### config.mk
export PLATFORM = sky130hd
export DESIGN_NAME = alu8_chk_fifo
export DESIGN_NICKNAME = d
export VERILOG_FILES = /design/src/rtl/alu8_chk_fifo.sv
export SDC_FILE = /design/constraint.sdc
export NUM_CORES = 1
export LEC_CHECK = 0
export CAP_MARGIN = 20
export CORE_ASPECT_RATIO = 1.75
export CORE_UTILIZATION = 55
export DETAILED_ROUTE_END_ITERATION = 8
export PLACE_DENSITY_LB_ADDON = 0.3
export SLEW_MARGIN = 0
export SYNTH_ARGS = -nofsm -noshare
export SYNTH_HDL_FRONTEND = slang
export SYNTH_SLANG_ARGS = --single-unit
### constraint.sdc
create_clock -name clk -period 4.3 [get_ports clk]
set_input_delay 0.86 -clock clk [delete_from_list [all_inputs] [get_ports clk]]
set_output_delay 0.86 -clock clk [all_outputs]
set_load 0.02 [all_outputs]
### src/rtl/alu8_chk_fifo.sv
// alu8_chk_fifo: synchronous FIFO with an extra pointer bit separating full from empty;
// the head entry is read combinationally.
module alu8_chk_fifo #(
    parameter int DEPTH = 4,
    parameter int W     = 8
) (
    input  logic                   clk,
    input  logic                   rst,
    input  logic                   push,
    input  logic [W-1:0]           wdata,
    input  logic                   pop,
    output logic [W-1:0]           rdata,
    output logic                   full,
    output logic                   empty,
    output logic [$clog2(DEPTH):0] count
);
    localparam int AW = $clog2(DEPTH);

    logic [AW:0]  wptr_q, wptr_d, rptr_q, rptr_d;
    logic [W-1:0] mem_q [DEPTH];

    assign empty = wptr_q == rptr_q;
    assign full  = (wptr_q[AW] != rptr_q[AW]) && (wptr_q[AW-1:0] == rptr_q[AW-1:0]);
    assign count = wptr_q - rptr_q;
    assign rdata = mem_q[rptr_q[AW-1:0]];

    always_comb begin
        wptr_d = wptr_q + (AW+1)'(push && !full);
        rptr_d = rptr_q + (AW+1)'(pop && !empty);
    end

    always_ff @(posedge clk) begin
        if (rst) begin
            wptr_q <= '0;
            rptr_q <= '0;
        end else begin
            wptr_q <= wptr_d;
            rptr_q <= rptr_d;
        end
        if (push && !full) mem_q[wptr_q[AW-1:0]] <= wdata;
    end
endmodule

==> impl_results.md, run 1 <==
- Status: completed
- First-pass GRT wire length: 4100 um
- H-tree lvl count: 2
- Hold buffers post-CTS: 0
- Synth Area in XOR/XNOR: 2.77%
- Fin crit share: 75.2%
- Vias: 820
- Critical path arrival: 2.37 ns
- Layout cell share with drive strength beyond 1: 17.2%
- Vias in the first global route: 886
- Simple-gate share of the synthesized area: 3.67%
- Die width: 41.9 um
- Core Box Area: 2660 sq um
- Hold Fails Final Rpt: 0
- DP HPWL: 1850 um
- Final setup skew: 0.00655 ns
- Clock root buffer: clkbuf_8
- Pwr per Cell Area: 477 nW/um^2
- Worst vdd ir: 0.299 mV
- Drt first pass iters: 4
- Setup Viol. Count Final: 0
- RSZ-0062 raised after global routing: false
- GRT Overall Usage: 19.1%
- Syn_area_per_cell: 18.7 sq um
- DR top layer: met4
- Clock power share: 26.3%
- RR Startpoint: rptr_q[1]
- # IOs: 25
- CP Launch Point: rptr_q[0]
- Maxcap violations: 0
- TritonCTS Sinks: 38
- Diode count: 0
- Final ANT Viol Nets: 0
- Cts bufs inserted: 5
- GRT Residual Overflow: 0
- # DRC: 0
- Final slew viol count: 0
- Gate Count Post-Synth: 82
- Fin nets: 134
- Sw Share: 26.4%
- Yosys warns: 0
- Hold slack: 0.605 ns
- Via-to-Cell Ratio: 5.73
- Initial antenna violation count: 0
- Setup crit end kind: primary output
- Clock tree buffer depth: 2
- Synthesized net count: 101
- Compound-gate portion of the synthesized area: 3.18%
- Largest family of logic cells by synthesized area: multiplexers
- WL met2: 1440 um
- Reg clk slew, reported paths: 0.07 ns
- P_leak: 0.686 nW
- Metal3 WL: 82 um
- Hold crit path type: register to register
- WL met1: 946 um
- Commonest non-fill, non-tap cell in the layout: edfxtp_1
- Max Fclk: 309 MHz
- Layout area overhead: 25.2%
- Internal power: 0.000675 W
- Synthesized area: 1540 sq um
- Crit path required time: 3.44 ns
- Initial Utilization: 57.7%
- Routed len/inst: 17.6 um
- Share of total power in combinational logic: 25.2%
- Worst hold path startpoint: wptr_q[2]
- Die Height: 71.9 um
- CP Max Fanout: 10
- Synth cell types: 18
- CTS tree: built
- # port buffers: 24
- Die area: 3010 sq um
- Post-synthesis sequential area ratio: 70.4%
- Worst-Skew Late Latency: 0.28 ns
- Flop pwr share: 48.5%
- Initial DRC Count: 37
- Setup Buffers After CTS: 0
- Total wire length: 2520 um
- TNS Setup: 0 ns
- Sw power: 0.000242 W
- RePlAce Congestion: 0.713
- Kind of critical path: register to primary output
- Critical Path Start Type: register
- Crit path time final: 3.23 ns
- Synth Register Bits: 38
- Mux contribution to synthesized area: 11.7%
- Post-CTS resize count: 0
- Pin count of the biggest net entering global routing: 12
- Slew at the pin closest to its max-slew limit: 0.617 ns
- Post-synthesis adder-cell area fraction: 6.19%
- Relative slew slack: 58.8%
- Row cnt: 25
- Commonest non-fill, non-tap cells in the layout: edfxtp_1 (32), clkdlybuf4s50_1 (24), mux4_2 (8)
-- critical path: stages (launching register included) --
cell,delay (ns)
dfxtp_1,0.72
ha_1,0.28
fa_1,0.43
inv_1,0.06
clkdlybuf4s50_1,0.60
-- state kept, by name, indices dropped and copies added, names as in the netlist --
| register | count |
|---|---|
| rptr_q | 3 |
| mem_q | 32 |
| wptr_q | 3 |
-- synthesized netlist by cell type --
library cell   n  area [sq um]
edfxtp_1      32           961
mux4_2         8           180
dfxtp_1        6           120
ha_1           6          75.1
inv_1          6          22.5
nor2b_1        5          31.3
a311oi_1       4          35.0
nor2_1         3          11.3
nand2_1        2          7.51
xnor2_1        2          17.5
a31oi_1        1          6.26
buf_2          1          5.00
clkbuf_1       1          3.75
fa_1           1          20.0
nand2b_1       1          6.26
o21a_1         1          7.51
xor2_1         1          8.76
xor2_2         1          16.3
-- through the flow --
| stage | setup WS (ns) | instances | cell area, sq um | utilization (%) | power (W) |
|---|---|---|---|---|---|
| 2_1_floorplan | 1.94 | 82 | 1540 | - | 0.000581 |
| 3_3_place_gp | 1.34 | 135 | 1830 | 68.8 | 0.000679 |
| 3_5_place_dp | 1.30 | 135 | 1830 | 68.8 | 0.000687 |
| 4_1_cts | 0.972 | 143 | 1920 | 72.3 | 0.000927 |
| 5_1_grt | 0.908 | 143 | 1920 | 72.3 | 0.000955 |
| 6_report | 1.07 | 143 | 1920 | 72.3 | 0.000916 |
-- area by class of cell --
cell class	count	area (sq um)
inverter	6	22.5
clock inverter	1	5.00
clock buffer	7	86.3
tap	27	33.8
timing repair buffer	28	270
sequential	38	1080
multi-input combinational	36	423
fill	170	737
-- power by group through the flow --
stage / registers, W / clock network [W] / logic [W]
finish: 0.000445 / 0.000241 / 0.000230
global route: 0.000450 / 0.000260 / 0.000245
CTS: 0.000447 / 0.000247 / 0.000234
detailed placement: 0.000455 / 0 / 0.000232
global placement: 0.000454 / 0 / 0.000225
floorplan: 0.000435 / 0 / 0.000146
-- cells by family (layout without fill, tap and decap cells) --
logic type	count (synthesis)	in the layout
flops	38	38
fa+ha+maj	7	7
buf+inv	8	42
mux	8	8
simple gates	11	11
compound gates	6	6
xor+xnor	4	4
-- per-layer routing --
metal | vias to the layer above | GRT usage [%]
met1 | 413 | 20.1
met5 | - | 0
met3 | 6 | 4.48
met4 | 0 | 8.60
met2 | 21 | 35.2
li1 | 380 | -
-- path summary, 6_finish.rpt --
kind	slack, ns	cells past startpoint	end
max	1.07	4	count[1]
min reg2reg	0.60	2	wptr_q[2]
min	0.60	2	wptr_q[2]
max reg2reg	2.10	8	rptr_q[2]
No activity file was read; power rests on OpenSTA's default activity.
==> inputs of run 2 (changes only) <==
- CORE_UTILIZATION: 55 -> 51
- clock period: 4.3 -> 3.23 ns (I/O delays scaled with it)
==> run 2 against run 1 <==
  * The flow now finishes with violations (DRC)
  * Worst setup slack lost 0.60 ns
  * Global-route usage rose by 0.97 points
  * Non-clock buffer count grew 2
  * Clock power is 36% higher
  * Die area increased by 7.6%
  * Critical path depth up 1
  * Clock skew fell by 0.00094 ns
  * Critical path type unchanged
  * Highest routed layer unchanged
  * Wire length increased by 4.8%
  * Hold slack lost 0.033 ns
  * Via count increased by 2.7%
==> impl_results.md, run 2 (same netlist as run 1, synthesis figures left out) <==
- Status: finished, violations left
- Failing checks: DRC
- Die Height: 74.6 um
- Row cnt: 26
- Placed Instances: 138
- Vias: 842
- TritonCTS Sinks: 38
- Fillers: 194
- Clock tree buffer depth: 2
- CP peak stage delay: 0.63 ns
- P_leak: 0.697 nW
- Layout area overhead: 26.2%
- CP Max Fanout: 4
- Critical path cell sequence: inv_1 > ha_1 > fa_1 > xor2_1 > clkdlybuf4s50_1
- Routed len/inst: 18.1 um
- # DRC: 2
- Total wire length: 2640 um
- Relative slew slack: 71.8%
- Fin worst setup slack: 0.467 ns
- Slew at the pin closest to its max-slew limit: 0.422 ns
- Drt first pass iters: 6
- Critical Path Start Type: register
- H-tree lvl count: 2
- Max reg flops: 32
- Pwr per Cell Area: 638 nW/um^2
- Reg clk slew, reported paths: 0.07 ns
- TNS Setup: 0 ns
- Max Fclk: 362 MHz
- Final ANT Viol Nets: 0
- Setup Viol. Count Final: 0
- Cts bufs inserted: 5
- Maxcap violations: 0
- Die width: 43.5 um
- Hold slack: 0.572 ns
- First-pass GRT wire length: 4350 um
- Kind of critical path: register to primary output
- GRT Residual Overflow: 0
- Layout cell share with drive strength beyond 1: 18.6%
- Setup crit end kind: primary output
- Diode count: 0
- Final setup skew: 0.00561 ns
- Initial antenna violation count: 0
- Initial DRC Count: 33
- Commonest non-fill, non-tap cells in the layout: edfxtp_1 (32), clkdlybuf4s50_1 (24), mux4_2 (8)
- DP HPWL: 1920 um
- Die area: 3240 sq um
- Commonest non-fill, non-tap cell in the layout: edfxtp_1
- Via-to-Cell Ratio: 5.77
- Crit path time final: 2.76 ns
- Clock root buffer: clkbuf_8
- Fin crit share: 85.6%
- # IOs: 25
- Post-CTS resize count: 0
- GRT Overall Usage: 20.1%
- RePlAce Congestion: 0.734
- # port buffers: 24
- RSZ-0062 raised after global routing: false
- Fin nets: 136
- Hold buffers post-CTS: 0
- Critical path's top delay family: buffers and inverters
- Design area: 1940 sq um
- Setup Buffers After CTS: 0
- Pin count of the biggest net entering global routing: 12
- Vias in the first global route: 869
- Critical path arrival: 2.12 ns
- CTS tree: built
- Worst vdd ir: 0.371 mV
- Hold Fails Final Rpt: 0
- Final non-filler cell total: 146
- Core Box Area: 2900 sq um
- Dpl cell area: 1850 sq um
- CP max stage cell: clkdlybuf4s50_1
- Worst path bufs/invs: 2
- Hold crit path type: register to register
- Crit path required time: 2.58 ns
- Final slew viol count: 0
- Initial Utilization: 53.0%
- Pre-CTS setup slack: 0.784 ns
- Worst-Skew Late Latency: 0.29 ns
==> run 2: changes by cell type in the layout (fill, tap and decap cells not counted), sizes merged <==
| cell | delta |
|---|---|
| buf | +2 |
==> run 2: worst min-delay path, cell delays in order, from the launching register on <==
cell and delay (ns):
dfxtp_1 0.34, xnor2_1 0.16, nor2_1 0.04
==> run 2: path summary, 6_finish.rpt <==
| path | startpoint | to | slack [ns] | cells past startpoint |
|---|---|---|---|---|
| worst min register to register | wptr_q[2] | wptr_q[2] | 0.57 | 2 |
| worst min-delay path | wptr_q[2] | wptr_q[2] | 0.57 | 2 |
| worst max-delay path | wptr_q[0] | count[2] | 0.47 | 5 |
| worst max register to register | wptr_q[0] | rptr_q[2] | 1.35 | 8 |
==> run 2: final cells by class <==
class | count | area, sq um | share of cell area, %
tap | 28 | 35.0 | 1.81
sequential | 38 | 1080 | 55.8
clock buffer | 7 | 86.3 | 4.45
clock inverter | 1 | 5.00 | 0.258
timing repair buffer | 30 | 285 | 14.7
multi-input combinational | 36 | 423 | 21.8
inverter | 6 | 22.5 | 1.16
==> run 2: metrics by stage <==
stage                     total power [W]  utilization [%]
after floorplan                  0.000774                -
after global placement           0.000911             63.8
after detailed placement         0.000924             63.8
after CTS                         0.00125             66.9
after global routing              0.00129             66.9
final                             0.00124             66.9
==> run 2: per-layer routing <==
metal | global-route usage (%) | vias to the layer above | wire length [um]
li1 | - | 382 | -
met1 | 21.4 | 431 | 964
met2 | 34.7 | 23 | 1520
met3 | 6.07 | 6 | 91
met4 | 11.5 | 0 | 68
met5 | 0 | - | 0
==> run 2: power breakdown <==
| group | switching [W] | internal [W] |
|---|---|---|
| Combinational | 0.000165 | 0.000173 |
| Clock | 0.000155 | 0.000172 |
| Sequential | 0.0000118 | 0.000560 |
